## src/rtl/regf_burst_engine_if.sv

```systemverilog
// Bundle of command, register-file, TX/RX stream and status signals for the burst engine.
// Latency: none, wiring only.
// Backpressure: carries tx_valid/tx_ready and rx_valid/rx_ready; the engine side is the slave modport.
interface regf_burst_engine_if #(
  parameter int WIDTH = 8,
  parameter int ADDR  = 10
);
  // command
  logic             i_rfa_start;
  logic             i_rfa_dir;
  logic             i_rfa_abort;
  logic [ADDR-1:0]  i_rfa_base_addr;
  logic [WIDTH-1:0] i_rfa_len;
  // register file
  logic             o_rfa_regf_rd_en;
  logic             o_rfa_regf_wr_en;
  logic [ADDR-1:0]  o_rfa_regf_addr;
  logic [WIDTH-1:0] o_rfa_regf_data_wr;
  logic [WIDTH-1:0] i_rfa_regf_data_rd;
  // TX stream
  logic [WIDTH-1:0] o_rfa_tx_data;
  logic             o_rfa_tx_valid;
  logic             i_rfa_tx_ready;
  // RX stream
  logic [WIDTH-1:0] i_rfa_rx_data;
  logic             i_rfa_rx_valid;
  logic             o_rfa_rx_ready;
  // status
  logic             o_rfa_busy;
  logic             o_rfa_done;
  logic             o_rfa_abort_ack;
  logic [WIDTH-1:0] o_rfa_count;

  // Controller / environment side
  modport master (
    output i_rfa_start, i_rfa_dir, i_rfa_abort, i_rfa_base_addr, i_rfa_len,
    output i_rfa_regf_data_rd, i_rfa_tx_ready, i_rfa_rx_data, i_rfa_rx_valid,
    input  o_rfa_regf_rd_en, o_rfa_regf_wr_en, o_rfa_regf_addr, o_rfa_regf_data_wr,
    input  o_rfa_tx_data, o_rfa_tx_valid, o_rfa_rx_ready,
    input  o_rfa_busy, o_rfa_done, o_rfa_abort_ack, o_rfa_count
  );

  // Burst engine side
  modport slave (
    input  i_rfa_start, i_rfa_dir, i_rfa_abort, i_rfa_base_addr, i_rfa_len,
    input  i_rfa_regf_data_rd, i_rfa_tx_ready, i_rfa_rx_data, i_rfa_rx_valid,
    output o_rfa_regf_rd_en, o_rfa_regf_wr_en, o_rfa_regf_addr, o_rfa_regf_data_wr,
    output o_rfa_tx_data, o_rfa_tx_valid, o_rfa_rx_ready,
    output o_rfa_busy, o_rfa_done, o_rfa_abort_ack, o_rfa_count
  );
endinterface

```

## src/rtl/regf_burst_engine.sv

```systemverilog
// Burst engine: streams a length-prefixed regfile block out on TX, or writes a fixed-length RX stream into the regfile.
// Latency: 3 cycles per TX byte at full rate (read, wait, hold); an RX byte is written the cycle after its handshake.
// Backpressure: tx_valid/tx_data held until tx_ready; rx_ready is high only while waiting for the next RX byte.
module regf_burst_engine #(
  parameter int WIDTH = 8,
  parameter int ADDR  = 10
) (
  input logic                i_rfa_clk,
  input logic                i_rfa_rst,
  regf_burst_engine_if.slave bus
);

  typedef enum logic [3:0] {
    IDLE, LEN_RD, LEN_WAIT, DATA_RD, DATA_WAIT, TX_HOLD, RX_WAIT, WR, DONE
  } state_t;

  state_t           state_q, state_d;
  logic [ADDR-1:0]  ptr_q, addr_hold_q, addr_d;
  logic [WIDTH-1:0] rem_q, cnt_q, tx_dat_q, rx_dat_q;
  logic             ack_q;
  logic             abort_take, tx_hs, rx_hs, rd_en, wr_en;

  // State register
  always_ff @(posedge i_rfa_clk) begin
    if (i_rfa_rst) state_q <= IDLE;
    else           state_q <= state_d;
  end

  // Next state, handshake decode and regfile enables; abort masks enables in the cycle it is taken
  always_comb begin
    state_d    = state_q;
    abort_take = bus.i_rfa_abort && (state_q != IDLE) && (state_q != DONE);
    tx_hs      = (state_q == TX_HOLD) && bus.i_rfa_tx_ready;
    rx_hs      = (state_q == RX_WAIT) && bus.i_rfa_rx_valid;
    rd_en      = ((state_q == LEN_RD) || (state_q == DATA_RD)) && !abort_take;
    wr_en      = (state_q == WR) && !abort_take;
    // the pointer already holds base during LEN_RD, so one address source covers every access
    addr_d     = (rd_en || wr_en) ? ptr_q : addr_hold_q;
    case (state_q)
      IDLE: begin
        if (bus.i_rfa_start) begin
          if (bus.i_rfa_dir) state_d = (bus.i_rfa_len == '0) ? DONE : RX_WAIT;
          else               state_d = LEN_RD;
        end
      end
      LEN_RD:    state_d = LEN_WAIT;
      LEN_WAIT:  state_d = (bus.i_rfa_regf_data_rd == '0) ? DONE : DATA_RD;
      DATA_RD:   state_d = DATA_WAIT;
      DATA_WAIT: state_d = TX_HOLD;
      TX_HOLD: begin
        if (tx_hs) state_d = (rem_q == WIDTH'(1)) ? DONE : DATA_RD;
      end
      RX_WAIT: begin
        if (rx_hs) state_d = WR;
      end
      WR:        state_d = (rem_q == WIDTH'(1)) ? DONE : RX_WAIT;
      DONE:      state_d = IDLE;
      default:   state_d = IDLE;
    endcase
    if (abort_take) state_d = IDLE;
  end

  // Datapath: pointer, remaining, count, captured bytes, address hold and abort acknowledge
  always_ff @(posedge i_rfa_clk) begin
    if (i_rfa_rst) begin
      ptr_q       <= '0;
      rem_q       <= '0;
      cnt_q       <= '0;
      tx_dat_q    <= '0;
      rx_dat_q    <= '0;
      addr_hold_q <= '0;
      ack_q       <= 1'b0;
    end else begin
      ack_q       <= abort_take;
      addr_hold_q <= addr_d;
      case (state_q)
        IDLE: begin
          if (bus.i_rfa_start) begin
            ptr_q <= bus.i_rfa_base_addr;
            cnt_q <= '0;
            if (bus.i_rfa_dir) rem_q <= bus.i_rfa_len;
          end
        end
        LEN_WAIT: begin
          if (!abort_take) begin
            rem_q <= bus.i_rfa_regf_data_rd;
            ptr_q <= ptr_q + 1'b1;
          end
        end
        DATA_WAIT: begin
          if (!abort_take) tx_dat_q <= bus.i_rfa_regf_data_rd;
        end
        TX_HOLD: begin
          // a byte handed over on TX counts even if abort arrives in the same cycle
          if (tx_hs) begin
            ptr_q <= ptr_q + 1'b1;
            cnt_q <= cnt_q + 1'b1;
            rem_q <= rem_q - 1'b1;
          end
        end
        RX_WAIT: begin
          if (rx_hs && !abort_take) rx_dat_q <= bus.i_rfa_rx_data;
        end
        WR: begin
          if (!abort_take) begin
            ptr_q <= ptr_q + 1'b1;
            cnt_q <= cnt_q + 1'b1;
            rem_q <= rem_q - 1'b1;
          end
        end
        default: ;
      endcase
    end
  end

  assign bus.o_rfa_regf_rd_en   = rd_en;
  assign bus.o_rfa_regf_wr_en   = wr_en;
  assign bus.o_rfa_regf_addr    = addr_d;
  assign bus.o_rfa_regf_data_wr = rx_dat_q;
  assign bus.o_rfa_tx_data      = tx_dat_q;
  assign bus.o_rfa_tx_valid     = (state_q == TX_HOLD);
  assign bus.o_rfa_rx_ready     = (state_q == RX_WAIT);
  assign bus.o_rfa_busy         = (state_q != IDLE);
  assign bus.o_rfa_done         = (state_q == DONE);
  assign bus.o_rfa_abort_ack    = ack_q;
  assign bus.o_rfa_count        = cnt_q;

endmodule

```

## src/flat_wrapper.sv

```systemverilog
// flat-port wrapper written by rule: the top's interface ports become plain ports
module regf_burst_engine_flat 
#(
  parameter int WIDTH = 8,
  parameter int ADDR  = 10
)
  (i_rfa_clk, i_rfa_rst, bus_i_rfa_start, bus_i_rfa_dir, bus_i_rfa_abort, bus_i_rfa_base_addr, bus_i_rfa_len, bus_i_rfa_regf_data_rd, bus_i_rfa_tx_ready, bus_i_rfa_rx_data, bus_i_rfa_rx_valid, bus_o_rfa_regf_rd_en, bus_o_rfa_regf_wr_en, bus_o_rfa_regf_addr, bus_o_rfa_regf_data_wr, bus_o_rfa_tx_data, bus_o_rfa_tx_valid, bus_o_rfa_rx_ready, bus_o_rfa_busy, bus_o_rfa_done, bus_o_rfa_abort_ack, bus_o_rfa_count);
  regf_burst_engine_if #(.WIDTH(WIDTH), .ADDR(ADDR)) bus_i ();
  input logic i_rfa_clk;
  input logic i_rfa_rst;
  input wire logic [$bits(bus_i.i_rfa_start)-1:0] bus_i_rfa_start;
  input wire logic [$bits(bus_i.i_rfa_dir)-1:0] bus_i_rfa_dir;
  input wire logic [$bits(bus_i.i_rfa_abort)-1:0] bus_i_rfa_abort;
  input wire logic [$bits(bus_i.i_rfa_base_addr)-1:0] bus_i_rfa_base_addr;
  input wire logic [$bits(bus_i.i_rfa_len)-1:0] bus_i_rfa_len;
  input wire logic [$bits(bus_i.i_rfa_regf_data_rd)-1:0] bus_i_rfa_regf_data_rd;
  input wire logic [$bits(bus_i.i_rfa_tx_ready)-1:0] bus_i_rfa_tx_ready;
  input wire logic [$bits(bus_i.i_rfa_rx_data)-1:0] bus_i_rfa_rx_data;
  input wire logic [$bits(bus_i.i_rfa_rx_valid)-1:0] bus_i_rfa_rx_valid;
  output wire logic [$bits(bus_i.o_rfa_regf_rd_en)-1:0] bus_o_rfa_regf_rd_en;
  output wire logic [$bits(bus_i.o_rfa_regf_wr_en)-1:0] bus_o_rfa_regf_wr_en;
  output wire logic [$bits(bus_i.o_rfa_regf_addr)-1:0] bus_o_rfa_regf_addr;
  output wire logic [$bits(bus_i.o_rfa_regf_data_wr)-1:0] bus_o_rfa_regf_data_wr;
  output wire logic [$bits(bus_i.o_rfa_tx_data)-1:0] bus_o_rfa_tx_data;
  output wire logic [$bits(bus_i.o_rfa_tx_valid)-1:0] bus_o_rfa_tx_valid;
  output wire logic [$bits(bus_i.o_rfa_rx_ready)-1:0] bus_o_rfa_rx_ready;
  output wire logic [$bits(bus_i.o_rfa_busy)-1:0] bus_o_rfa_busy;
  output wire logic [$bits(bus_i.o_rfa_done)-1:0] bus_o_rfa_done;
  output wire logic [$bits(bus_i.o_rfa_abort_ack)-1:0] bus_o_rfa_abort_ack;
  output wire logic [$bits(bus_i.o_rfa_count)-1:0] bus_o_rfa_count;
  assign bus_i.i_rfa_start = bus_i_rfa_start;
  assign bus_i.i_rfa_dir = bus_i_rfa_dir;
  assign bus_i.i_rfa_abort = bus_i_rfa_abort;
  assign bus_i.i_rfa_base_addr = bus_i_rfa_base_addr;
  assign bus_i.i_rfa_len = bus_i_rfa_len;
  assign bus_i.i_rfa_regf_data_rd = bus_i_rfa_regf_data_rd;
  assign bus_i.i_rfa_tx_ready = bus_i_rfa_tx_ready;
  assign bus_i.i_rfa_rx_data = bus_i_rfa_rx_data;
  assign bus_i.i_rfa_rx_valid = bus_i_rfa_rx_valid;
  assign bus_o_rfa_regf_rd_en = bus_i.o_rfa_regf_rd_en;
  assign bus_o_rfa_regf_wr_en = bus_i.o_rfa_regf_wr_en;
  assign bus_o_rfa_regf_addr = bus_i.o_rfa_regf_addr;
  assign bus_o_rfa_regf_data_wr = bus_i.o_rfa_regf_data_wr;
  assign bus_o_rfa_tx_data = bus_i.o_rfa_tx_data;
  assign bus_o_rfa_tx_valid = bus_i.o_rfa_tx_valid;
  assign bus_o_rfa_rx_ready = bus_i.o_rfa_rx_ready;
  assign bus_o_rfa_busy = bus_i.o_rfa_busy;
  assign bus_o_rfa_done = bus_i.o_rfa_done;
  assign bus_o_rfa_abort_ack = bus_i.o_rfa_abort_ack;
  assign bus_o_rfa_count = bus_i.o_rfa_count;
  regf_burst_engine #(.WIDTH(WIDTH), .ADDR(ADDR)) u_core (.i_rfa_clk(i_rfa_clk), .i_rfa_rst(i_rfa_rst), .bus(bus_i));
endmodule
```

## config.mk

```make
export PLATFORM = sky130hd
export DESIGN_NAME = regf_burst_engine_flat
export DESIGN_NICKNAME = d
export VERILOG_FILES = /design/src/rtl/regf_burst_engine_if.sv /design/src/rtl/regf_burst_engine.sv /design/src/flat_wrapper.sv
export SDC_FILE = /design/constraint.sdc
export NUM_CORES = 1
export LEC_CHECK = 0
export CAP_MARGIN = 20
export CORE_AREA = 2 2 91 93
export CTS_BUF_LIST = sky130_fd_sc_hd__clkbuf_2
export DETAILED_ROUTE_END_ITERATION = 16
export DIE_AREA = 0 0 93 95
export PLACE_DENSITY = 0.67
export SYNTH_ARGS = -nofsm -noshare
export SYNTH_HDL_FRONTEND = slang
export SYNTH_SLANG_ARGS = --single-unit
```

## constraint.sdc

```tcl
create_clock -name i_rfa_clk -period 4.4 [get_ports i_rfa_clk]
set_clock_uncertainty 0.05 [all_clocks]
set_input_delay 1.1 -clock i_rfa_clk [delete_from_list [all_inputs] [get_ports i_rfa_clk]]
set_output_delay 1.1 -clock i_rfa_clk [all_outputs]
set_load 0.005 [all_outputs]
```

==> results.txt, run 1 <==
After clock tree synthesis, the clock-pin slew on the worst setup and hold paths is 140 ps. Based on the critical path, the design can be clocked at up to 0.257 GHz. The worst register-to-register path begins at u_core.state_q[0]$_SDFFE_PP0P_.

Dividing the detail-routed via count by the number of cells gives 5.37. TritonCTS built the clock tree. The run gives 0.869 as the final weighted congestion in routability-driven placement.

CTS built an H-tree with a depth of 3. Depth of the worst hold-timing path: 2. The number of nets in the layout came out at 478. Setup violations remaining at the end of the flow were counted as 0.

The max-cap check violation count is 0. The worst pin sits at a relative slew slack of 37.7%. The worst setup path is captured at an output port. The floorplan step set the die height to 95 um. The number of antenna diodes in the final layout is 0.

The most common cell after layout, fill and taps aside is sky130_fd_sc_hd__clkdlybuf4s50_1. The later pin in the worst-skew pair is clocked with a latency of 470 ps. The worst-case IR drop observed on VDD is 0.226 mV. The detailed-routing iteration count for the pre-antenna-repair pass is 4, and the count of synthesis-stage warnings from yosys is 0.

Wires add up to 7800 um. The final design utilization was 50.9%; the number of DRC violations after detailed routing was 0. The floorplan has 33 rows.

For this run, asynchronously set or reset flops after synthesis account for 0%. The max-slew violation count came out at 0. The DRC violation total after the first TritonRoute iteration was 135; the via count of the first global-routing pass was 2731. STA classifies the critical path startpoint as an input port. The initial core utilization was 38.7%. Entering global routing, the biggest net connects 51 pins. The number of nets handed over by synthesis was 407.

The smallest clock period supported by the final layout is computed as 3890 ps. Dividing total power by cell area gives a power density of 439 nW/um^2. The number of antenna violations at the first check in global routing is 0, and the setup slack of the critical path after layout is 505 ps. Once detail routing completed, the nets flagged for antenna violations numbered 0.

Final critical-path share of the clock period: 88.5%. The overall die area was 8840 sq um; the count of vias placed by the detailed router was 2908. The summed instance area of the synthesized netlist was 3070 sq um; the count of flip-flops with a built-in enable after synthesis was 0. A synthesized cell averages 8.49 sq um.

Setup repair after global routing left no endpoint under its margin. Relative to the synthesized area, the layout overhead comes to 31.2%. After filler insertion, the fill cell instance count of the layout stands at 782.

Most used flip-flop cell after synthesis: sky130_fd_sc_hd__dfxtp_1. The critical setup path kind was input port to output port. The cell count of the worst reg-to-reg path came out at 6. The run finished with clean final reports. The highest net fanout along the worst path works out to 10. The post-cts hold buffer count was 0. At the pin with the least slew margin, the transition time is 934 ps. The fraction of final layout cells with drive strength greater than 1 came out at 8.47%.

Worst hold path startpoint: u_core.rem_q[7]$_SDFFE_PP0P_. Required arrival time at the worst endpoint: 3250 ps. In this run the cell area measured after placement is 3910 sq um.

The clock sink count was 57; the CTS buffer count was 9. In the final routed layout, each cell accounts on average for 14.4 um. Pin placement for this block handled 82 I/O pins. The post-cts resize count is 0. The largest buffer count on any clock path is 2. Overall power consumption after layout is estimated at 1.77 mW. In this run the static leakage power is 1.48 nW.

The run gives 37.1% as the proportion of synthesized chip area in sequential cells. With fillers left out, the area of the finished cells amounts to 4030 sq um. The critical register-to-register path endpoint is u_core.rem_q[0]$_SDFFE_PP0P_.

The logs give 1820 ps for the minimum setup slack among reg-to-reg paths and 0 ps for the setup TNS. The detailed placement HPWL is 5450 um. During placement, the flow inserted port buffers numbering 81.

The cell chosen for the clock root is sky130_fd_sc_hd__clkbuf_2. In this run, distinct cell masters in the synthesized netlist total 57. For the count of final hold-check violations, the log shows 0. For the post-CTS setup buffer count, the log shows 0. After global routing the overflow that remains totals 0.

Counting flops and latches in the post-synthesis netlist gives 57. The setup slack after placement was 493 ps. Measured along the x axis, the die boundary spans 93 um. Synthesis produced a netlist whose cell count is 362. The tools report the arrival time of the worst setup path as 2740 ps. The core region is 7930 sq um.

The path class of the tightest hold or removal check is register to register. The global-route wire length before repair is 12900 um. The tools report the worst-case hold path end point as u_core.rem_q[7]$_SDFFE_PP0P_. Across every metal layer, demand over resource in global routing totals 18.2%.

The top cell types in the final layout, fill and taps aside, are sky130_fd_sc_hd__clkdlybuf4s50_1 (80), sky130_fd_sc_hd__dfxtp_1 (57), sky130_fd_sc_hd__nor2_1 (44).
-- cells in the mapped netlist (all sizes together) (3+ instances only) --
cell type	number	share of area, %
nand4	3	0.61
o31ai	4	0.98
inv	8	0.98
a311oi	4	1.1
o21ai	23	3.9
nor2b	12	2.4
nor2	44	5.4
and3	5	1.0
buf	10	2.4
and2	3	0.69
a211oi	6	1.5
mux2i	17	5.5
or3	3	0.61
xnor2	7	2.0
o21a	3	0.73
nand2b	9	1.8
or4	3	0.73
a221o	4	1.3
clkbuf	15	1.8
nand2	19	2.3
nor3	13	2.3
nor4	11	2.2
dfxtp	57	37
mux2	11	4.0
nand3	12	2.0
ha	4	1.6
a21oi	22	3.6
-- routing by layer --
metal | vias to the layer above | track usage (%) | wire length, um
met5 | - | 0 | 0
met4 | 0 | 6.13 | 87
met3 | 9 | 6.62 | 544
met2 | 91 | 28.4 | 3590
met1 | 1336 | 23.4 | 3570
li1 | 1472 | - | -
-- metrics by stage --
step           cells  hold slack (ps)
6_report         542              456
5_1_grt          542              495
4_1_cts          542              455
3_5_place_dp     527              431
3_3_place_gp     527              425
2_1_floorplan    362              404
-- how the worst max path moves through the flow --
| stage | from | to | slack, ps | depth (start not counted) |
|---|---|---|---|---|
| after global placement | bus_i_rfa_abort | bus_o_rfa_regf_addr[0] | 510 | 6 |
| after CTS | bus_i_rfa_abort | bus_o_rfa_regf_addr[6] | 490 | 6 |
| after detailed placement | bus_i_rfa_abort | bus_o_rfa_regf_addr[6] | 490 | 6 |
| final | bus_i_rfa_abort | bus_o_rfa_regf_addr[6] | 510 | 6 |
| after floorplan | bus_i_rfa_abort | bus_o_rfa_regf_addr[0] | 1490 | 3 |
| after global routing | bus_i_rfa_abort | bus_o_rfa_regf_addr[3] | 430 | 6 |
-- logic make-up after synthesis --
| kind of cell | after synthesis | share of synthesized area (%) |
|---|---|---|
| buffers and inverters | 33 | 5.17 |
| AND/OR/NAND/NOR | 146 | 24.8 |
| XOR/XNOR | 7 | 2.00 |
| flip-flops | 57 | 37.1 |
| AO/OA/AOI/OAI | 87 | 19.7 |
| multiplexers | 28 | 9.57 |
| adder cells (fa/ha/maj) | 4 | 1.63 |
-- critical path, cell delays in order --
cell                              delay [ps]
sky130_fd_sc_hd__clkdlybuf4s50_1         470
sky130_fd_sc_hd__nor2_1                   50
sky130_fd_sc_hd__nand2_1                  90
sky130_fd_sc_hd__buf_4                   220
sky130_fd_sc_hd__mux2_2                  360
sky130_fd_sc_hd__clkdlybuf4s50_1         450
-- area by class of cell --
cell class              instances  area [sq um]  share of cell area (%)
inverters                       8          30.0                   0.745
clock inverters                 5          71.3                    1.77
multi-input cells             272          1770                    43.9
well taps                     105           131                    3.26
flip-flops and latches         57          1140                    28.3
clock buffers                  10          50.0                    1.24
repair buffers                 85           836                    20.7
-- power breakdown --
part	internal [mW]	switching (mW)
sequential	0.590	0.0982
combinational	0.320	0.391
clock	0.183	0.188
-- state kept, by name (all words and copies together) (netlist names) --
name                           cells
u_core.ptr_q                      10
u_core.bus.o_rfa_regf_data_wr      8
u_core.bus.o_rfa_tx_data           8
u_core.bus.o_rfa_abort_ack         1
u_core.addr_hold_q                10
u_core.bus.o_rfa_count             8
u_core.rem_q                       8
u_core.state_q                     4
Power figures use the tool's default switching activity.
==> run 2, diff against run 1 <==
--- a/config.mk
+++ b/config.mk
@@ -10,6 +10,7 @@
 export CTS_BUF_LIST = sky130_fd_sc_hd__clkbuf_2
 export DETAILED_ROUTE_END_ITERATION = 16
 export DIE_AREA = 0 0 93 95
+export MAX_ROUTING_LAYER = met4
 export PLACE_DENSITY = 0.67
 export SYNTH_ARGS = -nofsm -noshare
 export SYNTH_HDL_FRONTEND = slang
==> constraint.sdc (replaced) <==
create_clock -name i_rfa_clk -period 4.63 [get_ports i_rfa_clk]
set_clock_uncertainty 0.05 [all_clocks]
set_input_delay 1.1575 -clock i_rfa_clk [delete_from_list [all_inputs] [get_ports i_rfa_clk]]
set_output_delay 1.1575 -clock i_rfa_clk [all_outputs]
set_load 0.005 [all_outputs]
==> results.txt, run 2 (synthesis results as in run 1) <==
The nature of the critical path startpoint is an input port. The final standard cell count with taps included and fillers excluded came out at 543 (+0.18%). Final design instance area without fill: 4040 sq um (+0.22%).

The tools report the required arrival time at the worst endpoint as 3420 ps (+170 ps). The final critical-path required period is 4010 ps, and the number of antenna violations at the first check in global routing is 0 (unchanged). Via count of the first global-routing pass: 2813 (+3.0%). The library cells used most frequently in the layout, excluding fill and tap cells, are sky130_fd_sc_hd__clkdlybuf4s50_1 (80), sky130_fd_sc_hd__dfxtp_1 (57), sky130_fd_sc_hd__nor2_1 (44).

The library cell used most frequently in the layout, excluding fill and tap cells, is sky130_fd_sc_hd__clkdlybuf4s50_1. Relative contribution of combinational cells to total power: 39.9% (-0.3 points). Number of buffers added on ports: 81 (unchanged). The signal on the critical path passes through clkdlybuf4s50_1 > nor2_1 > nand2_1 > buf_4 > mux2_2 > clkdlybuf4s50_1. In the finished design, the share of the clock period the worst path needs comes to 86.6%. The standard-cell row count was 33 (unchanged). Antenna cell count: 0 (unchanged). The area growth from synthesis to layout is 31.5%.

The overall die area came out at 8840 sq um (unchanged). The minimum setup slack among reg-to-reg paths was 2050 ps (+230 ps); the pin count of the biggest net entering global routing was 51 (unchanged). The depth of the worst hold-timing path came out at 2 (unchanged). The critical register-to-register path endpoint was u_core.rem_q[1]$_SDFFE_PP0P_. Average detailed-routed wire length per instance: 14.9 um (+3.3%). The tools report the worst-case hold path end point as u_core.ptr_q[9]$_SDFFE_PP0P_. Share of total power in sequential cells: 38.5% (-0.4 points).

The logs give 51.0% (+0.11 points) for the final design utilization and 0.199 mV (-12%) for the peak supply drop. The tools report the endpoint type of the worst setup path as an output port. The initial core utilization was 38.7% (unchanged). The setup slack of the critical path after layout was 618 ps (+113 ps); the cell count of the worst reg-to-reg path was 6 (unchanged). For the area taken by multi-input logic gates, the log shows 1770 sq um (unchanged). For the final weighted congestion in routability-driven placement, the log shows 0.892 (+2.5%).

The count of vias placed by the detailed router was 2948 (+1.4%). The tools report the worst-case headroom to the max-slew limit as 37.1% (-0.62 points). The kind of cell adding the most delay to the critical path is buffers and inverters.

The die extent in y works out to 95 um (unchanged). The total wire length was 8070 um (+3.5%); the post-CTS setup buffer count was 0 (unchanged). The achievable clock frequency came out at 0.249 GHz. The buffer and inverter count on the worst path works out to 3 (unchanged). For the post-placement cell area, the log shows 3910 sq um (unchanged). The worst register-to-register path begins at u_core.state_q[0]$_SDFFE_PP0P_.

The tools report the area of the core region as 7930 sq um (unchanged). The largest registers in the layout are u_core.addr_hold_q x10, u_core.ptr_q x10. The switching power summed over all nets was 668 uW (-1.3%); the transition at the pin with the smallest max-transition slack was 943 ps (+9.31 ps). The cell that appears most often on the critical path is sky130_fd_sc_hd__clkdlybuf4s50_1. The CTS buffer count was 9 (unchanged). The clock insertion delay at the later pin of the skew report came out at 480 ps (about the same).

The total instance count after detailed placement was 527 (unchanged); the stage delay of the slowest cell on the critical path was 470 ps (about the same). The tools report the post-route antenna net violation count as 0 (unchanged). For the detailed-routing iteration count for the pre-antenna-repair pass, the log shows 4 (unchanged). The total of fill cells in the finished design is 773 (-1.2%), and the leftover overflow at the end of global routing is 0 (unchanged). The tools report the count of final setup violators as 0 (unchanged). The worst hold path begins at u_core.ptr_q[9]$_SDFFE_PP0P_. The setup TNS is 0 ps (unchanged), and the clock network fraction of total power is 21.6% (+0.7 points). The x dimension of the die was 93 um (unchanged); the largest buffer count on any clock path was 2 (unchanged). TritonCTS built the clock tree. Setup repair after global routing left no endpoint under its margin. The fraction of final layout cells with drive strength greater than 1 came out at 8.90% (+0.44 points). The max-cap check violation count is 0 (unchanged). The logs give 1.04 mW (-5.0%) for the internal power and 0 (unchanged) for the max-slew violation count.

The I/O pin count is 82 (unchanged), and the clock sink count is 57 (unchanged). The setup slack after placement was 607 ps (+114 ps); the CTS H-tree depth was 3 (unchanged). The number of nets in the layout was 478 (unchanged); the post-cts resize count was 0 (unchanged). The slowest stage of the critical path belongs to the cell sky130_fd_sc_hd__clkdlybuf4s50_1. The global-route wire length before repair came out at 12900 um (+0.16%).

Worst hold path class: register to register. The run gives 0 (unchanged) as the number of DRC violations after detailed routing. Critical setup path kind: input port to output port. The power per cell area was 422 nW/um^2 (-3.8%); the count of final hold-check violations was 0 (unchanged).

For the aggregate global-route resource usage, the log shows 19.0% (+0.76 points). The number of vias per cell came out at 5.43 (+1.2%). The switching share of power works out to 39.1% (+0.90 points). The post-cts hold buffer count is 0 (unchanged), and the arrival time of the worst setup path is 2800 ps (+60 ps). The tools report the sequential standard cell area as 1140 sq um (unchanged). The tree is rooted in a sky130_fd_sc_hd__clkbuf_2.

The DRC violation total after the first TritonRoute iteration is 172 (+27%), and the clock slew at the register clock pins of the worst setup and hold paths is 170 ps (+30 ps). The highest net fanout along the worst path is 10 (unchanged). The logs give 1.49 nW (+0.15%) for the leakage power figure and 5480 um (+0.57%) for the detailed placement HPWL. The flow ran to the end, and the final reports show no timing, DRC or antenna violations.
run 2: cell types whose count changed in the layout (fill, tap and decap cells not counted), sizes merged:
cell	change
clkinv	+1
clkinvlp	+1
clkbuf	-1
run 2: final cells by class:
class / instances / share of cell area, %
Clock buffer: 9 / 1.11
Clock inverter: 7 / 2.11
Inverter: 8 / 0.743
Multi-Input combinational cell: 272 / 43.9
Sequential cell: 57 / 28.2
Tap cell: 105 / 3.25
Timing Repair Buffer: 85 / 20.7
run 2: worst max path at each step:
stage / start / end / slack [ps] / cells after the start
after CTS: bus_i_rfa_abort / bus_o_rfa_regf_addr[6] / 610 / 6
after detailed placement: bus_i_rfa_abort / bus_o_rfa_regf_addr[6] / 610 / 6
final: bus_i_rfa_abort / bus_o_rfa_regf_addr[6] / 620 / 6
after global routing: bus_i_rfa_abort / bus_o_rfa_regf_addr[3] / 560 / 6
after floorplan: bus_i_rfa_abort / bus_o_rfa_regf_addr[0] / 1610 / 3
after global placement: bus_i_rfa_abort / bus_o_rfa_regf_addr[0] / 620 / 6
run 2: worst reg2reg max path, delay by kind of cell (launching register included):
kind                   cells  cell delay [ps]
AO/OA/AOI/OAI              4             1190
flip-flops                 1              350
buffers and inverters      1              200
AND/OR/NAND/NOR            1              720
run 2: power groups by stage:
| stage | combinational [mW] | sequential (mW) | clock (mW) |
|---|---|---|---|
| 4_1_cts | 0.679 | 0.654 | 0.377 |
| 2_1_floorplan | 0.535 | 0.622 | 0 |
| 3_5_place_dp | 0.671 | 0.664 | 0 |
| 6_report | 0.680 | 0.657 | 0.369 |
| 5_1_grt | 0.763 | 0.669 | 0.398 |
| 3_3_place_gp | 0.665 | 0.661 | 0 |
run 2: metrics by stage:
step                hold slack, ps  power [mW]
detailed placement             423        1.34
floorplan                      404        1.16
finish                         459        1.71
global route                   484        1.83
global placement               424        1.33
CTS                            458        1.71
run 2: metal layers:
| layer | wire (um) | part of all wire, % | GRT usage (%) |
|---|---|---|---|
| met5 | 0 | 0 | - |
| met4 | 138 | 1.7 | 8.70 |
| met3 | 520 | 6.4 | 4.39 |
| met2 | 3680 | 46 | 28.8 |
| met1 | 3730 | 46 | 24.0 |
